<file path="src/rtl/dmac_pkg.sv">
// Shared types and encodings for the DMAC request controller.
// Holds the FSM state enum, AHB HTRANS/HRESP codes and con_sel selects.
package dmac_pkg;

    typedef enum logic [2:0] {
        IDLE,
        BUSREQ,
        CFG,
        SETTLE,
        RUN,
        RELEASE
    } state_e;

    localparam logic [1:0] HTRANS_IDLE   = 2'b00;
    localparam logic [1:0] HTRANS_BUSY   = 2'b01;
    localparam logic [1:0] HTRANS_NONSEQ = 2'b10;
    localparam logic [1:0] HTRANS_SEQ    = 2'b11;

    localparam logic [1:0] SEL_CH1 = 2'b00;
    localparam logic [1:0] SEL_CH2 = 2'b01;
    localparam logic [1:0] SEL_CFG = 2'b10;

    localparam logic [1:0] HRESP_OKAY = 2'b00;
    localparam logic [1:0] HRESP_ERR  = 2'b01;

endpackage

</file>
<file path="src/rtl/dmac_cfg_fetch.sv">
// Pipelined AHB descriptor fetch: address counter, data counter, strobe decode.
// Ports: i_start (high while fetching, low clears), i_hready, i_hresp,
//        o_htrans, o_addr_sel, o_stb {SAddr,DAddr,Trans_sz,Ctrl}, o_done, o_err.
module dmac_cfg_fetch #(
    parameter int         CFG_WORDS = 4,
    parameter logic [1:0] HRESP_ERR = dmac_pkg::HRESP_ERR
) (
    input  logic       clk,
    input  logic       rst,
    input  logic       i_start,
    input  logic       i_hready,
    input  logic [1:0] i_hresp,
    output logic [1:0] o_htrans,
    output logic [1:0] o_addr_sel,
    output logic [3:0] o_stb,
    output logic       o_done,
    output logic       o_err
);
    import dmac_pkg::*;

    localparam int            CW   = $clog2(CFG_WORDS);
    localparam logic [CW-1:0] LAST = CW'(CFG_WORDS - 1);

    logic [CW-1:0] r_a;
    logic [CW-1:0] r_d;
    logic          r_a_done;
    logic          r_dv;

    logic w_addr_act;
    logic w_err;
    logic w_cap;

    assign w_addr_act = i_start && !r_a_done;
    // The first cycle of a two-cycle ERROR response is acted on; the FSM
    // has already left CFG when the second cycle arrives.
    assign w_err      = i_start && r_dv && (i_hresp == HRESP_ERR);
    assign w_cap      = i_start && r_dv && i_hready && !w_err;

    always_comb begin
        o_htrans = HTRANS_IDLE;
        if (w_addr_act && !w_err) begin
            o_htrans = (r_a == '0) ? HTRANS_NONSEQ : HTRANS_SEQ;
        end
        o_stb = 4'b0000;
        if (w_cap) begin
            o_stb = 4'b1000 >> r_d;
        end
    end

    assign o_addr_sel = 2'(r_a);
    assign o_done     = w_cap && (r_d == LAST);
    assign o_err      = w_err;

    always_ff @(posedge clk or posedge rst) begin
        if (rst) begin
            r_a      <= '0;
            r_d      <= '0;
            r_a_done <= 1'b0;
            r_dv     <= 1'b0;
        end else if (!i_start) begin
            r_a      <= '0;
            r_d      <= '0;
            r_a_done <= 1'b0;
            r_dv     <= 1'b0;
        end else if (i_hready) begin
            if (w_addr_act) begin
                if (r_a == LAST) begin
                    r_a_done <= 1'b1;
                end else begin
                    r_a <= r_a + 1'b1;
                end
            end
            // A data phase is pending exactly when an address was accepted.
            r_dv <= w_addr_act;
            if (w_cap) begin
                r_d <= r_d + 1'b1;
            end
        end
    end

endmodule

</file>
<file path="src/rtl/dmac_req_ctrl.sv">
// DMAC request controller: request latch, bus request, descriptor fetch,
// channel enable and request-release handshake. AHB-facing and datapath strobes.
module dmac_req_ctrl #(
    parameter int         CFG_WORDS = 4,
    parameter logic [1:0] HRESP_ERR = dmac_pkg::HRESP_ERR
) (
    input  logic       clk,
    input  logic       rst,
    input  logic [1:0] DmacReq,
    input  logic [1:0] DmacReq_Reg,
    input  logic       HReady,
    input  logic [1:0] M_HResp,
    input  logic       HGrant,
    input  logic       irq,
    input  logic       C_config,
    output logic       HBusReq,
    output logic [1:0] con_sel,
    output logic       con_en,
    output logic       channel_en_1,
    output logic       channel_en_2,
    output logic       config_write,
    output logic [1:0] config_HTrans,
    output logic [1:0] addr_inc_sel,
    output logic       DmacReq_Reg_en,
    output logic       PeriAddr_reg_en,
    output logic       SAddr_Reg_en,
    output logic       DAddr_Reg_en,
    output logic       Trans_sz_Reg_en,
    output logic       Ctrl_Reg_en,
    output logic       cfg_err
);
    import dmac_pkg::*;

    state_e r_state;
    state_e w_next;
    logic   r_ch2;

    logic       w_req;
    logic       w_fetch;
    logic [3:0] w_stb;
    logic       w_done;
    logic       w_err;

    // Gated with rst so no latch strobe escapes while reset is held.
    assign w_req   = (DmacReq != 2'b00) && !rst;
    assign w_fetch = (r_state == CFG);

    dmac_cfg_fetch #(
        .CFG_WORDS (CFG_WORDS),
        .HRESP_ERR (HRESP_ERR)
    ) u_fetch (
        .clk        (clk),
        .rst        (rst),
        .i_start    (w_fetch),
        .i_hready   (HReady),
        .i_hresp    (M_HResp),
        .o_htrans   (config_HTrans),
        .o_addr_sel (addr_inc_sel),
        .o_stb      (w_stb),
        .o_done     (w_done),
        .o_err      (w_err)
    );

    always_ff @(posedge clk or posedge rst) begin
        if (rst) begin
            r_state <= IDLE;
        end else begin
            r_state <= w_next;
        end
    end

    always_comb begin
        w_next = r_state;
        unique case (r_state)
            IDLE:    if (w_req) w_next = BUSREQ;
            BUSREQ:  if (HGrant && HReady) w_next = CFG;
            CFG: begin
                if (w_err) begin
                    w_next = RELEASE;
                end else if (w_done) begin
                    w_next = SETTLE;
                end
            end
            SETTLE:  w_next = RUN;
            RUN:     if (irq) w_next = RELEASE;
            RELEASE: if ((DmacReq & DmacReq_Reg) == 2'b00) w_next = IDLE;
            default: w_next = IDLE;
        endcase
    end

    // Channel choice is frozen in SETTLE, once Ctrl_Reg has been loaded.
    always_ff @(posedge clk or posedge rst) begin
        if (rst) begin
            r_ch2 <= 1'b0;
        end else if (r_state == SETTLE) begin
            r_ch2 <= C_config;
        end
    end

    always_comb begin
        HBusReq         = 1'b0;
        con_sel         = SEL_CFG;
        con_en          = 1'b0;
        channel_en_1    = 1'b0;
        channel_en_2    = 1'b0;
        DmacReq_Reg_en  = 1'b0;
        PeriAddr_reg_en = 1'b0;
        unique case (r_state)
            IDLE: begin
                DmacReq_Reg_en  = w_req;
                PeriAddr_reg_en = w_req;
            end
            BUSREQ: HBusReq = 1'b1;
            CFG:    HBusReq = 1'b1;
            SETTLE: begin
                HBusReq = 1'b1;
                con_sel = C_config ? SEL_CH2 : SEL_CH1;
                con_en  = 1'b1;
            end
            RUN: begin
                HBusReq      = 1'b1;
                con_sel      = r_ch2 ? SEL_CH2 : SEL_CH1;
                channel_en_1 = !r_ch2;
                channel_en_2 = r_ch2;
            end
            default: ;
        endcase
    end

    assign config_write    = 1'b0;
    assign SAddr_Reg_en    = w_stb[3];
    assign DAddr_Reg_en    = w_stb[2];
    assign Trans_sz_Reg_en = w_stb[1];
    assign Ctrl_Reg_en     = w_stb[0];
    assign cfg_err         = w_err;

endmodule

</file>
<file path="config.mk">
export PLATFORM = sky130hd
export DESIGN_NAME = dmac_req_ctrl
export DESIGN_NICKNAME = d
export VERILOG_FILES = /design/src/rtl/dmac_pkg.sv /design/src/rtl/dmac_cfg_fetch.sv /design/src/rtl/dmac_req_ctrl.sv
export SDC_FILE = /design/constraint.sdc
export NUM_CORES = 1
export LEC_CHECK = 0
export ABC_CLOCK_PERIOD_IN_PS = 1500
export BUFFER_PORTS_ARGS = -buffer_cell sky130_fd_sc_hd__buf_4
export CAP_MARGIN = 20
export CORE_ASPECT_RATIO = 1.2
export CORE_MARGIN = 4
export CORE_UTILIZATION = 42
export CTS_CLUSTER_SIZE = 28
export DETAILED_ROUTE_END_ITERATION = 6
export PLACE_DENSITY = 0.73
export REMOVE_ABC_BUFFERS = 1
export SETUP_SLACK_MARGIN = 0.2
export SLEW_MARGIN = 30
export SYNTH_ARGS = -nofsm -noshare
export SYNTH_HDL_FRONTEND = slang
export SYNTH_SLANG_ARGS = --single-unit
</file>
<file path="constraint.sdc">
create_clock -name clk -period 1.5 [get_ports clk]
set_input_delay 0.375 -clock clk [delete_from_list [all_inputs] [get_ports clk]]
set_output_delay 0.375 -clock clk [all_outputs]
set_load 0.03 [all_outputs]
</file>
**Word-level counts from Yosys, hierarchy flattened**

Cells that the tools add are included.

- Register bits: 10
- Input port bits: 12
- Word-level logic and storage cells: 81
- Output and inout port bits: 18

- Bitwise operators: 1
- Reduce and logical (&&, ||, !) cells: 22
- Add/sub/neg operators: 2
- Shift operators: 1
- Muxes and demuxes: 31
- Eq/ne operators: 18

Operator list:

| cell | number |
|---|---|
| 2-to-1 mux 3 bit | 6 |
| inequality test 2 bit, second input constant | 9 |
| one-hot mux 3 bit (6 select lines) | 1 |
| 2-to-1 mux 2 bit | 8 |
| 2-to-1 mux 1 bit | 14 |
| logical AND 1 bit | 9 |
| equality test 3 x 2 -> 1 bit, second input constant | 2 |
| equality test 3 bit, second input constant | 2 |
| AND reduction 3 bit | 2 |
| AND reduction 5 bit | 1 |
| adder 2 x 1 -> 2 bit, second input constant | 2 |
| equality test 2 bit, second input constant | 2 |
| logical NOT 1 bit | 4 |
| logical NOT 2 bit | 2 |
| 2-to-1 mux 4 bit | 1 |
| one-hot mux 2 bit (2 select lines) | 1 |
| OR reduction 4 bit | 1 |
| right shift 4 x 2 -> 4 bit, first input constant | 1 |
| equality test 3 x 1 -> 1 bit, second input constant | 1 |
| logical NOT 3 bit | 1 |
| inequality test 3 bit, second input constant | 1 |
| AND 2 bit | 1 |
| equality test 2 x 1 -> 1 bit, second input constant | 1 |
| AND reduction 2 bit | 1 |
| nonzero test 2 bit | 1 |

**Depth between registers and ports, before layout**

Gate-level depths: netlist (run 1).

- Word-level depth: 9
- Mapped depth: 4
- Mapped depth without buffers: 4

**By module**

From an unflattened synthesis (run 1), not the netlist that was laid out.

- Cell total of the unflattened synthesis: 79
- Area, all modules: 742.0 sq um

By module, submodules not included:

| module | instances | cells each | area an instance (sq um) |
|---|---|---|---|
| dmac_cfg_fetch | 1 | 43 | 421.7 |
| dmac_req_ctrl | 1 | 36 | 320.3 |

**Worst setup path after synthesis (run 1)**

No wires, ideal clock.

- Path type: flip-flop to output port
- Start point: register r_state[1]
- End point: output port PeriAddr_reg_en
- Cell stages (with the launch flop): 4
- Path buffers: 1
- Required time: 1.125 ns
- Arrival time: 2.134 ns
- Slack: -1.009 ns
- Path through: dfrtp_1 -> nor2_1 -> nor4b_1 -> buf_4

- Word-level cells in the longest chain between the ends: 2

Ends and longest elaborated chain:

| what | RTL line | RTL |
|---|---|---|
| from (decl) | dmac_req_ctrl.sv:34 | `state_e r_state;` |
| from (signal assigned) | dmac_req_ctrl.sv:68 | `r_state <= w_next;` |
| logical NOT 3 bit | - |  |
| 2-to-1 mux 1 bit | - |  |
| to (decl) | dmac_req_ctrl.sv:25 | `output logic PeriAddr_reg_en,` |

Every way passes these cells.

**Worst setup path in the final report (run 1)**

- Start point: register r_state[0]
- End point: output port config_HTrans[1]

- Word-level cells in the longest chain between the ends: 6

Ends and longest elaborated chain:

| what | RTL line | RTL |
|---|---|---|
| equality test 3 x 2 -> 1 bit (*) | dmac_req_ctrl.sv:46 | `assign w_fetch = (r_state == CFG);` |
| logical AND 1 bit (2 in series) | dmac_cfg_fetch.sv:36 | `assign w_err = i_start && r_dv && (i_hresp == HRESP_ERR);` |
| logical NOT 1 bit | dmac_cfg_fetch.sv:41 | `if (w_addr_act && !w_err) begin` |
| logical AND 1 bit (*) | dmac_cfg_fetch.sv:41 |  |
| 2-to-1 mux 2 bit (*) | dmac_cfg_fetch.sv:41 |  |
| to (decl) | dmac_req_ctrl.sv:22 | `output logic [1:0] config_HTrans,` |

Every way passes the cells marked *; elsewhere a longest branch is shown, timed or not.

==> impl_metrics.json, run 1 <==
{
  "synthArstFlopShare": 1.00,
  "diodes": 0,
  "post-route-period-util": 1.31,
  "dpl.hpwl_mm": 1.54,
  "crit_buf_inv": 2,
  "dp.cells": 139,
  "postRouteWirelength_mm": 2.52,
  "violations": "negative setup slack",
  "num_rows": 16,
  "wl_per_cell_microns": 16.9,
  "path_cells": "or3b_4, buf_4, nor3_4, buf_6",
  "gp_congestion": 0.776,
  "cts.clk_slew.worst_paths_ps": 60,
  "numPortBuffers": 28,
  "synthToLayoutAreaGrowth_pct": 77.3,
  "grt_max_degree": 14,
  "slowest_delay_ps": 460,
  "critical_path_required_ps": 1120,
  "cts_tree": "yes",
  "fin_cells": 149,
  "grtUsageTotal": 0.201,
  "cp-start-kind": "register",
  "via_count": 779,
  "synth_edf_count": 0,
  "max_freq_mhz": 511,
  "powerDensity_nw_per_um2": 1470,
  "drc": 0,
  "numClockSinks": 10,
  "ys_types": 37,
  "setup_ws_ps": -459,
  "clk_path_buf_depth": 2,
  "endpoint_kind": "primary output",
  "p_total_w": 0.00198,
  "skew_ps": 3.52,
  "yosysWarnings": 0,
  "io_pins": 30,
  "setup_viol": 15,
  "timing_max_transition_violations_final": 0,
  "p_leak_nw": 0.635,
  "hold_viol": 0,
  "grt_pass1_wl_mm": 3.44,
  "critPathMaxFanout": 5,
  "synth_top_family_by_area": "simple AND/OR/NAND/NOR gates",
  "start_util": 0.452,
  "synth_compound_area_frac": 0.125,
  "grt_pass1_vias": 775,
  "synthAdderAreaFrac": 0.0988,
  "path_delay_family": "simple AND/OR/NAND/NOR gates",
  "syn_area_sq_um": 759,
  "worstSkewPairLatency_ps": 270,
  "cap_violations": 0,
  "drt_iter0_drc": 7,
  "die_area_sq_um": 2560,
  "drt-vias-per-instance": 5.23,
  "ys.flop_type": "dfrtp_1",
  "antenna_found_initial": 0,
  "ir_drop_mv": 1.35,
  "synth_xor_area_frac": 0.0231,
  "final_nets": 151,
  "synthCells": 86,
  "drive_gt1_frac": 0.519,
  "cp_data_arrival_time_ps": 1580,
  "core_sq_um": 1680,
  "synth-seq-cells": 10,
  "cts.htree.levels": 1,
  "synthMuxAreaShare": 0.0544,
  "hold_buffers": 0,
  "cts-root-buf": "clkbuf_4",
  "die_w_microns": 46.8,
  "cp_slowest_cell": "or3b_4",
  "avgSynthCellArea_sq_um": 8.83,
  "ys_seq_area_frac": 0.329,
  "worst-setup-path-type": "register to primary output",
  "rsz0062_at_grt": "yes",
  "hold_class": "input pin to asynchronous set/reset pin",
  "yosys.area_share.simple": 0.287,
  "cts_inserted_buffers": 3,
  "antenna_left": 0,
  "min_period_ps": 1960,
  "die_h_microns": 54.6,
  "gr-total-overflow": 0,
  "drt_pass1_iterations": 4,
  "status": "complete, but fails checks"
}
## cells in the mapped netlist, types with 2 or more instances
cell	n	area share
dfrtp_1	10	0.33
a21oi_1	5	0.033
o21ai_0	3	0.020
nand2_1	8	0.040
buf_4	2	0.020
nor2b_1	3	0.025
nor3_1	2	0.013
mux2i_1	3	0.040
xnor2_1	2	0.023
nor2_1	8	0.040
ha_1	6	0.099
inv_1	6	0.030
and2_1	4	0.033
## through the flow
stage / TNS, ps / util / instance area, sq um / worst slack (ps) / hold WS, ps
detailed placement: -1940 / 0.622 / 1050 / -247 / 396
finish: -5190 / 0.801 / 1350 / -459 / 112
CTS: -4690 / 0.726 / 1220 / -424 / 120
floorplan: -6600 / - / 723 / -1500 / 215
global placement: -1540 / 0.622 / 1050 / -187 / 389
global route: -6060 / 0.801 / 1350 / -518 / 129
## path summary, 6_finish.rpt
| path | start | endpoint | slack (ps) | cells after the start |
|---|---|---|---|---|
| max | r_state[0]$_DFFE_PP0P_ | config_HTrans[1] | -460 | 4 |
| min | rst | u_fetch.r_dv$_DFFE_PP0P_ | 110 | 2 |
| max reg2reg | r_state[0]$_DFFE_PP0P_ | r_state[0]$_DFFE_PP0P_ | 90 | 4 |
| min reg2reg | u_fetch.r_d[1]$_DFFE_PP0P_ | u_fetch.r_d[1]$_DFFE_PP0P_ | 600 | 2 |
| max in group asynchronous | rst | r_state[1]$_DFFE_PP0P_ | 1110 | 2 |
| min in group clk | C_config | r_ch2$_DFFE_PP0P_ | 360 | 2 |
## layer usage
| layer | GRT usage | vias to the layer above | routed length [microns] |
|---|---|---|---|
| met5 | 0 | - | 0 |
| met4 | 0.152 | 0 | 145 |
| met3 | 0.0362 | 12 | 127 |
| met2 | 0.333 | 28 | 1310 |
| met1 | 0.221 | 357 | 936 |
| li1 | - | 382 | - |
## worst register-to-register path: stages, from the launching register on
cell,delay [ps]
dfrtp_1,400
or3b_4,460
buf_4,170
a211oi_2,170
a221o_1,160
## flip-flops by register name (all words and copies together) (netlist names)
name	count
r_state	3
u_fetch.r_dv	1
r_ch2	1
u_fetch.o_addr_sel	2
u_fetch.r_a_done	1
u_fetch.r_d	2
## cell usage in the layout, fill, tap and decap left out, types with 2 or more instances in the layout
cell type   n
and2_1      4
ha_1        5
buf_6      25
dfrtp_1    10
nor3_4      2
mux2i_1     3
nor2_1      5
clkbuf_4    3
o21ai_0     3
nand2_1     6
nand2_4     2
a21oi_1     4
buf_4      22
inv_1       6
nor2_4      3
nor2b_1     3
## repair_timing
item	4_1_cts	5_1_grt
resized for setup	29	21
buffers inserted	3	4
endpoints found under the setup margin	20	23
cloned	0	0
pin swaps	3	9
## area by class of cell
class | count | area, sq um
clock buffer | 3 | 22.5
sequential | 10 | 250
fill | 108 | 335
tap | 18 | 22.5
inverter | 6 | 22.5
timing repair buffer | 47 | 447
multi-input combinational | 65 | 582
## report_power, final
| part | switching [W] | leakage, nW | internal, W | total (W) |
|---|---|---|---|---|
| combinational | 0.000714 | 0.487 | 0.000699 | 0.00141 |
| sequential | 0.0000582 | 0.134 | 0.000329 | 0.000387 |
| clock | 0.0000908 | 0.0138 | 0.0000928 | 0.000184 |
| total | 0.000863 | 0.635 | 0.00112 | 0.00198 |
## cells by family (layout without fill, tap and decap cells)
family,after synthesis,in the layout
DFF,10,10
other,1,1
adders and majority gates,6,6
muxes,4,4
xor gates and xnor gates,2,2
and+or+nand+nor,38,38
AOI/OAI and AO/OA,14,14
buffers and inverters,11,56
No activity file was read; power rests on OpenSTA's default activity.
==> inputs of run 2 (changes only) <==
--- a/config.mk
+++ b/config.mk
@@ -13,7 +13,7 @@
 export CORE_UTILIZATION = 42
 export CTS_CLUSTER_SIZE = 28
 export DETAILED_ROUTE_END_ITERATION = 6
-export PLACE_DENSITY = 0.73
+export PLACE_DENSITY = 0.76
 export REMOVE_ABC_BUFFERS = 1
 export SETUP_SLACK_MARGIN = 0.2
 export SLEW_MARGIN = 30
==> impl_metrics.json, run 2 (synthesized netlist as in run 1, its figures left out) <==
{
  "cts-root-buf": "clkbuf_4",
  "r2r.worst_path.cells": 4,
  "r2r_end": "r_state[0]$_DFFE_PP0P_",
  "postRouteWirelength_mm": 2.14,
  "path_depth": 4,
  "start_util": 0.452,
  "finish.utilization": 0.722,
  "fill_cells": 131,
  "min_period_ps": 1950,
  "hold_viol": 0,
  "via_count": 749,
  "dpl.hpwl_mm": 1.59,
  "clk_path_buf_depth": 2,
  "grt_max_degree": 14,
  "p_sw_frac": 0.419,
  "gp_congestion": 0.803,
  "cp_data_arrival_time_ps": 1570,
  "violations": "negative setup slack",
  "core_sq_um": 1680,
  "p_comb_frac": 0.651,
  "hold_buffers": 0,
  "endpoint_kind": "primary output",
  "crit_buf_inv": 1,
  "cap_violations": 0,
  "largest_reg_flops": 3,
  "cts.clk_slew.worst_paths_ps": 70,
  "setup_viol": 15,
  "largest_register": "r_state",
  "antenna_found_initial": 0,
  "die_w_microns": 46.8,
  "p_total_w": 0.00180,
  "setup_ws_ps": -447,
  "drc": 0,
  "path_delay_family": "simple AND/OR/NAND/NOR gates",
  "intPower_w": 0.00104,
  "r2r-start": "r_state[1]$_DFFE_PP0P_",
  "reg2reg_slack_ps": 140,
  "diodes": 0,
  "worst-setup-path-type": "register to primary output",
  "cts_tree": "yes",
  "final_common_cell": "buf_4",
  "cp-start-kind": "register",
  "rsz0062_at_grt": "yes",
  "timing_max_transition_violations_final": 0,
  "multiInputGateArea_sq_um": 515,
  "status": "complete, but fails checks",
  "die_area_sq_um": 2560,
  "worstSkewPairLatency_ps": 270,
  "cts_inserted_buffers": 3,
  "grt_pass1_vias": 738,
  "antenna_left": 0,
  "final_nets": 145,
  "numClockSinks": 10,
  "io_pins": 30,
  "final_cell_mix": "buf_4 (25), buf_6 (16), dfrtp_1 (10)",
  "path_cells": "or3b_4, nor3_4, and2_1, buf_6",
  "drt_iter0_drc": 13,
  "clkPwrFrac": 0.138,
  "numPortBuffers": 28,
  "p_leak_nw": 0.581,
  "hold_class": "input pin to asynchronous set/reset pin",
  "critical_path_required_ps": 1120,
  "ir_drop_mv": 1.30,
  "wl_per_cell_microns": 14.9,
  "grt_pass1_wl_mm": 3.36,
  "synthToLayoutAreaGrowth_pct": 60.0,
  "dp_slack_ps": -324,
  "drt-vias-per-instance": 5.20,
  "drt_pass1_iterations": 4,
  "slowest_delay_ps": 450,
  "post-route-period-util": 1.30,
  "cp_slowest_cell": "or3b_4",
  "drive_gt1_frac": 0.460,
  "grtUsageTotal": 0.189,
  "num_rows": 16,
  "cts.htree.levels": 1,
  "power_switching_w": 0.000752,
  "skew_ps": 0.229,
  "critPathMaxFanout": 6,
  "powerDensity_nw_per_um2": 1480,
  "die_h_microns": 54.6,
  "gr-total-overflow": 0,
  "register_area_sq_um": 250,
  "pwr-share-seq": 0.211,
  "max_freq_mhz": 514
}
-- run 2: area by class of cell --
| class | count | area share |
|---|---|---|
| Tap cell | 18 | 0.0185 |
| Clock buffer | 4 | 0.0299 |
| Sequential cell | 10 | 0.206 |
| Inverter | 6 | 0.0185 |
| Multi-Input combinational cell | 65 | 0.424 |
| Timing Repair Buffer | 41 | 0.303 |
-- run 2: what timing repair did --
item / CTS / global route
resized for setup: 19 / 10
setup endpoints to repair: 20 / 19
pin swaps: 1 / 4
setup buffers: 0 / 1
-- run 2: through the flow --
step	instance area [sq um]	setup TNS, ps	std cells	hold WS, ps
final	1210	-5350	144	120
after global routing	1210	-6470	144	140
after CTS	1170	-5290	143	122
after detailed placement	1050	-2410	139	402
after global placement	1050	-1840	139	393
after floorplan	723	-6600	81	215
-- run 2: worst max path at each step --
| stage | startpoint | end | slack, ps |
|---|---|---|---|
| after floorplan | r_state[1]$_DFFE_PP0P_ | DmacReq_Reg_en | -1500 |
| final | r_state[1]$_DFFE_PP0P_ | Trans_sz_Reg_en | -450 |
| after global placement | r_state[1]$_DFFE_PP0P_ | PeriAddr_reg_en | -200 |
| after detailed placement | r_state[1]$_DFFE_PP0P_ | DmacReq_Reg_en | -320 |
| after global routing | r_state[1]$_DFFE_PP0P_ | config_HTrans[0] | -530 |
| after CTS | r_state[2]$_DFFE_PP0P_ | DAddr_Reg_en | -440 |
-- run 2: power by group through the flow --
stage                     sequential, W  clock (W)  combinational [W]
after detailed placement       0.000376          0           0.000957
after CTS                      0.000373   0.000249            0.00106
after global routing           0.000388   0.000263            0.00124
after global placement         0.000368          0           0.000930
after floorplan                0.000417          0           0.000481
final                          0.000379   0.000248            0.00117
-- run 2: routing by layer --
| metal | share of wire | track usage |
|---|---|---|
| met1 | 0.39 | 0.233 |
| met2 | 0.55 | 0.319 |
| met5 | 0 | 0 |
| met4 | 0.016 | 0.0829 |
| met3 | 0.049 | 0.0296 |
-- run 2: worst reg2reg max path: cells and delay by family, from the launching register on --
kind            cells  cell delay [ps]
flops               1              400
buf+inv             1              170
simple gates        1              450
compound gates      2              280
